`config.mk`:
```
export PLATFORM = sky130hd
export DESIGN_NAME = muldiv_unit
export DESIGN_NICKNAME = d
export VERILOG_FILES = /design/src/rtl/muldiv_unit.sv
export SDC_FILE = /design/constraint.sdc
export NUM_CORES = 1
export LEC_CHECK = 0
export CAP_MARGIN = 15
export CORE_MARGIN = 1.5
export CORE_UTILIZATION = 30
export DETAILED_ROUTE_END_ITERATION = 10
export PLACE_DENSITY = 0.56
export SYNTH_ARGS = -nofsm -noshare
export SYNTH_HDL_FRONTEND = slang
export SYNTH_SLANG_ARGS = --single-unit
```
`constraint.sdc`:
```
create_clock -name clk -period 4.8 [get_ports clk]
set_input_delay 0.96 -clock clk [delete_from_list [all_inputs] [get_ports clk]]
set_output_delay 0.96 -clock clk [all_outputs]
set_load 0.03 [all_outputs]
```
`src/rtl/muldiv_unit.sv`:
```
// Iterative unsigned multiply/divide unit: one bit per clock,
// single-cycle register-file write-back on completion.
module muldiv_unit #(
    parameter int dw = 8,
    parameter int pw = 2
) (
    input  logic          clk,
    input  logic          reset,
    input  logic          start,
    input  logic [1:0]    op,
    input  logic [dw-1:0] opA,
    input  logic [dw-1:0] opB,
    input  logic [pw-1:0] dst_addr,
    output logic          busy,
    output logic          wr_en,
    output logic [pw-1:0] wr_addr,
    output logic [dw-1:0] dat_out
);

    localparam int CW = (dw > 1) ? $clog2(dw) : 1;
    localparam logic [CW-1:0] LAST = CW'(dw - 1);

    localparam logic [1:0] S_IDLE = 2'd0;
    localparam logic [1:0] S_RUN  = 2'd1;
    localparam logic [1:0] S_WB   = 2'd2;

    logic [1:0]      state_q, state_d;
    logic [CW-1:0]   cnt_q, cnt_d;
    logic [2*dw-1:0] acc_q, acc_d;
    logic [dw-1:0]   a_q, a_d;
    logic [dw-1:0]   b_q, b_d;
    logic [1:0]      op_q, op_d;
    logic [pw-1:0]   dst_q, dst_d;
    logic            busy_q, busy_d;
    logic            wr_en_q, wr_en_d;
    logic [pw-1:0]   wr_addr_q, wr_addr_d;
    logic [dw-1:0]   dat_out_q, dat_out_d;

    logic [dw:0]     mul_add;
    logic [2*dw-1:0] mul_next;
    logic [dw:0]     div_shift;
    logic [dw:0]     div_diff;
    logic [dw-1:0]   div_rem;
    logic [2*dw-1:0] div_next;
    logic [2*dw-1:0] acc_step;
    logic [dw-1:0]   step_res;

    // Multiply: acc = {partial product, remaining multiplier bits}.
    // Divide:   acc = {remainder, dividend bits / quotient bits}.
    always_comb begin
        mul_add   = {1'b0, acc_q[2*dw-1:dw]}
                  + (acc_q[0] ? {1'b0, a_q} : '0);
        mul_next  = {mul_add, acc_q[dw-1:1]};
        div_shift = {acc_q[2*dw-1:dw], acc_q[dw-1]};
        div_diff  = div_shift - {1'b0, b_q};
        div_rem   = div_diff[dw] ? div_shift[dw-1:0]
                                 : div_diff[dw-1:0];
        div_next  = {div_rem, acc_q[dw-2:0], ~div_diff[dw]};
        acc_step  = op_q[1] ? div_next : mul_next;
        step_res  = op_q[0] ? acc_step[2*dw-1:dw]
                            : acc_step[dw-1:0];
    end

    always_comb begin
        state_d   = state_q;
        cnt_d     = cnt_q;
        acc_d     = acc_q;
        a_d       = a_q;
        b_d       = b_q;
        op_d      = op_q;
        dst_d     = dst_q;
        wr_addr_d = wr_addr_q;
        dat_out_d = dat_out_q;
        unique case (state_q)
            S_IDLE: begin
                if (start) begin
                    a_d   = opA;
                    b_d   = opB;
                    op_d  = op;
                    dst_d = dst_addr;
                    cnt_d = '0;
                    if (op[1] && (opB == '0)) begin
                        state_d   = S_WB;
                        wr_addr_d = dst_addr;
                        dat_out_d = op[0] ? opA : '1;
                    end else begin
                        state_d = S_RUN;
                        acc_d   = op[1] ? {{dw{1'b0}}, opA}
                                        : {{dw{1'b0}}, opB};
                    end
                end
            end
            S_RUN: begin
                acc_d = acc_step;
                cnt_d = cnt_q + CW'(1);
                if (cnt_q == LAST) begin
                    state_d   = S_WB;
                    wr_addr_d = dst_q;
                    dat_out_d = step_res;
                end
            end
            S_WB: begin
                state_d = S_IDLE;
            end
            default: begin
                state_d = S_IDLE;
            end
        endcase
        busy_d  = (state_d != S_IDLE);
        wr_en_d = (state_d == S_WB);
    end

    always_ff @(posedge clk) begin
        if (reset) begin
            state_q   <= S_IDLE;
            cnt_q     <= '0;
            acc_q     <= '0;
            a_q       <= '0;
            b_q       <= '0;
            op_q      <= '0;
            dst_q     <= '0;
            busy_q    <= 1'b0;
            wr_en_q   <= 1'b0;
            wr_addr_q <= '0;
            dat_out_q <= '0;
        end else begin
            state_q   <= state_d;
            cnt_q     <= cnt_d;
            acc_q     <= acc_d;
            a_q       <= a_d;
            b_q       <= b_d;
            op_q      <= op_d;
            dst_q     <= dst_d;
            busy_q    <= busy_d;
            wr_en_q   <= wr_en_d;
            wr_addr_q <= wr_addr_d;
            dat_out_q <= dat_out_d;
        end
    end

    assign busy    = busy_q;
    assign wr_en   = wr_en_q;
    assign wr_addr = wr_addr_q;
    assign dat_out = dat_out_q;

endmodule

```
# == Word level (Yosys, flattened, before mapping) ==
# Cells that the tools add are included.
# classes
addsub,3
mux,23
bitwise_logic,1
eq_ne,7
n_reduce_logical,9
# op_table
operator,n
two-way mux 8 bit,8
two-way mux 16 bit,3
one-hot mux 16 bit (2 select lines),1
one-hot mux 8 bit (2 select lines),1
two-way mux 2 bit,6
adder 8 x 8 -> 9 bit,1
subtractor 9 x 8 -> 9 bit,1
zero test 8 bit,1
"inequality test 2 bit, second input constant",4
one-hot mux 2 bit (2 select lines),2
one-hot mux 3 bit (2 select lines),1
AND reduction 2 bit,2
AND reduction 4 bit,1
nonzero test 2 bit,2
"adder 3 x 1 -> 3 bit, second input constant",1
"== test 3 bit, second input constant",1
two-way mux 3 bit,1
AND reduction 3 bit,1
"== test 2 x 1 -> 1 bit, second input constant",1
"== test 2 bit, second input constant",1
zero test 2 bit,1
logical AND 1 bit,1
NOT 1 bit,1
# totals
wordCells,54
output_inout_bits,12
register_bits,53

# == Logic depth before layout (Yosys ltp) ==
# logic_depth
ltp_word,6
mapped_depth,11

# == Worst setup path before layout ==
# OpenSTA, ideal clock, no wires.
# synth_timing
path_kind,reg2reg
start,register acc_q[7]
end,"register dat_out_q[2], in the netlist dat_out[2]"
stages_incl_launch_ff,12
setup_ps,132
t_required_ps,4668
path_slack_ps,2380
arrival_ps,2288
path_cell_list,dfxtp_1 inv_1 ha_1 inv_1 fa_1 a211oi_2 nor3_2 mux2i_1 nor2_4 mux2_1 a21oi_1 o41ai_2
# synth_between
elab_chain_len,6
# synth_rtl
element,line_no,rtl
start: declaration,29,"logic [2*dw-1:0] acc_q, acc_d;"
start signal: assignment,117,acc_q <= '0;
start signal: assignment,129,acc_q <= acc_d;
subtractor 9 x 8 -> 9 bit,55,"div_diff = div_shift - {1'b0, b_q};"
two-way mux 8 bit,56,div_rem = div_diff[dw] ? div_shift[dw-1:0]
two-way mux 16 bit,59,acc_step = op_q[1] ? div_next : mul_next;
two-way mux 8 bit,60,step_res = op_q[0] ? acc_step[2*dw-1:dw]
two-way mux 8 bit,96,if (cnt_q == LAST) begin
one-hot mux 8 bit (2 select lines),74,unique case (state_q)
end signal: assignment,137,dat_out_q <= dat_out_d;
end: declaration,37,"logic [dw-1:0] dat_out_q, dat_out_d;"
# Every way passes these cells. The select of a mux whose other input is x is not followed.
# A chain may end at the register's enable or synchronous reset.

# == Worst setup path after layout ==
# Ends and elaborated chain as after synthesis.

==> results.json <==
{
  "hold_viol_final": 0,
  "core_um2": 10400,
  "comb_power_share": 0.246,
  "min_period_over_period": 0.613,
  "ys_types": 52,
  "clock.fmax_mhz": 340,
  "seq_power_share": 0.445,
  "crit_family": "compound AO/OA/AOI/OAI gates",
  "antenna_found_initial": 0,
  "synth_edf_count": 0,
  "cts_buffers": 5,
  "internal-power_mw": 0.734,
  "num_antenna_cells": 0,
  "htree_num_levels": 2,
  "drive_above_1_share": 0.0591,
  "fill_cells": 1100,
  "synth_async_sr_flop_share": 0,
  "critPathBufInv": 2,
  "cpMostUsedCell": "inv_1",
  "die-area_um2": 11500,
  "final_util": 0.367,
  "drtIter0Drc": 195,
  "setup_ws_ps": 1860,
  "dp_slack_ps": 1720,
  "wl_per_cell_um": 16.2,
  "power_density_nw_per_um2": 284,
  "grt_start_max_net_pins": 52,
  "tns_ps": 0,
  "outcome": "finished clean",
  "ys_seq_area_frac": 0.327,
  "yosysWarnings": 0,
  "critical_path.slowest_cell": "fa_1",
  "netlist_area_um2": 3250,
  "power_leakage_nw": 1.45,
  "required_ps": 5000,
  "dr.pass1.iters": 4,
  "io_pins": 35,
  "multi_input_area_um2": 2030,
  "vias": 3031,
  "initial_core_util": 0.312,
  "synth-seq-cells": 53,
  "dp_hpwl_um": 7010,
  "period_needed_ps": 2940,
  "cts_resized": 0,
  "slew_violations": 0,
  "insertion_delay_ps": 330,
  "grt_pass1_wl_um": 15000,
  "path_class": "flip-flop to flip-flop",
  "path_clk_slew_ps": 110,
  "place.gp.congestion": 0.865,
  "p_clk_frac": 0.308,
  "setup_viol": 0,
  "switchingPower_mw": 0.352,
  "critPathMaxStageDelay_ps": 440,
  "crit_arrival_ps": 3140,
  "synth_flop_cell": "dfxtp_1",
  "overflow": 0,
  "max_slew.worst_pin.slew_ps": 848,
  "die_h_um": 107,
  "clock_path_buffers": 2,
  "clock_sinks": 53,
  "syn_inst": 417,
  "cts-root-buf": "clkbuf_8",
  "worst_hold_path_type": "flip-flop to flip-flop",
  "synth_nets": 460,
  "antenna_left": 0,
  "crit_chain": "inv_1 > ha_1 > inv_1 > fa_1 > a211oi_2 > nor3_2 > mux2i_1 > nor2_4 > mux2_1 > a21oi_1 > o41ai_2",
  "cap_violations": 0,
  "max-vdd-ir-drop_uv": 131,
  "route.detailed.drc": 0,
  "postCtsSetupRepairBufs": 0,
  "path_max_fanout": 9,
  "switching_share": 0.324,
  "endpoint_kind": "flip-flop",
  "final_nets": 482,
  "vias_per_cell": 5.26,
  "rows": 37,
  "setup.worst_path.start_class": "flip-flop",
  "grt_pass1_vias": 2877,
  "port_buffers": 34,
  "rsz0062_at_grt": "false",
  "hold_buffers": 0,
  "clock_skew_ps": 8.12,
  "syn_avg_cell_area_um2": 7.79,
  "max_slew_margin": 0.434,
  "seqCellArea_um2": 1060,
  "finalWirelength_um": 9310,
  "synthToLayoutAreaGrowth_pct": 17.6,
  "grt_use_total": 0.168,
  "cts_tree": "built",
  "die_w_um": 107
}
==> cells by family (layout without fill, tap and decap cells) <==
logic type      after synthesis  in the layout  share of synthesized area
buf+inv                      40             63                     0.0470
xor+xnor                      9              9                     0.0243
compound gates              135            135                      0.266
mux                          21             21                     0.0670
flops                        53             53                      0.327
simple gates                139            139                      0.188
fa+ha+maj                    20             20                     0.0817
==> Yosys cell counts, types with 2 or more instances <==
master    number  share of area
nand2_1       68          0.079
dfxtp_1       53           0.33
a21oi_1       50          0.077
nor2_1        36          0.042
o21ai_0       24          0.037
clkbuf_1      20          0.023
ha_1          18          0.069
mux2i_1       15          0.046
inv_1         14          0.016
and2_1        10          0.019
a211oi_1       9          0.021
nand3_1        8          0.012
o21a_1         7          0.016
xor2_1         6          0.016
a211o_1        5          0.013
mux2_2         5          0.017
a311oi_1       4          0.011
o211ai_1       4         0.0092
o31ai_1        4         0.0092
a21boi_0       3         0.0069
a21o_1         3         0.0069
buf_1          3         0.0035
nor2b_1        3         0.0058
nor3_1         3         0.0046
o221ai_1       3         0.0081
o22ai_1        3         0.0058
xnor2_1        3         0.0081
a31oi_1        2         0.0039
and3_1         2         0.0039
buf_2          2         0.0031
fa_1           2          0.012
nand2b_1       2         0.0039
o21bai_1       2         0.0046
o311ai_0       2         0.0054
o32ai_1        2         0.0054
==> power groups by stage <==
stage / Clock [mW] / Combinational, mW / Sequential [mW]
after global placement: 0 / 0.264 / 0.493
after CTS: 0.335 / 0.267 / 0.483
after global routing: 0.353 / 0.296 / 0.487
after detailed placement: 0 / 0.266 / 0.493
final: 0.335 / 0.268 / 0.484
after floorplan: 0 / 0.190 / 0.487
==> final timing paths <==
check,from,endpoint,slack (ps),cells past startpoint
setup / recovery,acc_q[7],dat_out[2],1860,11
hold / removal,a_q[2],a_q[2],460,2
setup reg to reg,acc_q[7],dat_out[2],1860,11
hold reg to reg,a_q[2],a_q[2],460,2
==> registers in the layout, summed over array words and instances, names as in the netlist <==
signal / flops
a_q: 8
dst_q: 2
wr_addr: 2
cnt_q: 3
b_q: 8
acc_q: 16
wr_en: 1
busy: 1
op_q: 2
dat_out: 8
state_q: 2
==> cell type report <==
class | count | area share
clock inverter | 3 | 0.0131
inverter | 15 | 0.0147
timing repair buffer | 40 | 0.0996
tap | 136 | 0.0445
sequential | 53 | 0.278
multi-input combinational | 324 | 0.532
clock buffer | 5 | 0.0180
==> per-layer routing <==
layer,routed length (um),part of all wire,track usage
met5,0,0,0
met4,131,0.014,0.0476
met3,390,0.042,0.0316
met2,4260,0.46,0.270
met1,4530,0.49,0.229
==> through the flow <==
| step | hold slack, ps | total power [mW] | instance area, um^2 | instances |
|---|---|---|---|---|
| after floorplan | 432 | 0.677 | 3250 | 417 |
| after detailed placement | 444 | 0.759 | 3700 | 568 |
| after global placement | 440 | 0.757 | 3700 | 568 |
| final | 458 | 1.09 | 3820 | 576 |
| after CTS | 460 | 1.09 | 3820 | 576 |
| after global routing | 481 | 1.14 | 3820 | 576 |
==> worst min-delay path: cells and delay by family, from the launching register on <==
family	cells	cell delay (ps)
AND/OR/NAND/NOR	1	50
flip-flops	1	320
AO/OA/AOI/OAI	1	50
==> cell usage in the layout (no fill, tap or decap), types with 4 or more instances in the layout <==
| master | n |
|---|---|
| dfxtp_1 | 53 |
| a211o_1 | 5 |
| clkdlybuf4s50_1 | 33 |
| inv_1 | 14 |
| o31ai_1 | 4 |
| mux2_2 | 5 |
| xor2_1 | 6 |
| a311oi_1 | 4 |
| ha_1 | 18 |
| nand2_1 | 68 |
| a211oi_1 | 9 |
| a21oi_1 | 50 |
| clkbuf_8 | 5 |
| buf_4 | 6 |
| mux2i_1 | 15 |
| o21a_1 | 7 |
| o21ai_0 | 24 |
| and2_1 | 10 |
| nand3_1 | 8 |
| nor2_1 | 36 |
| o211ai_1 | 4 |
No activity file was read; power rests on OpenSTA's default activity.
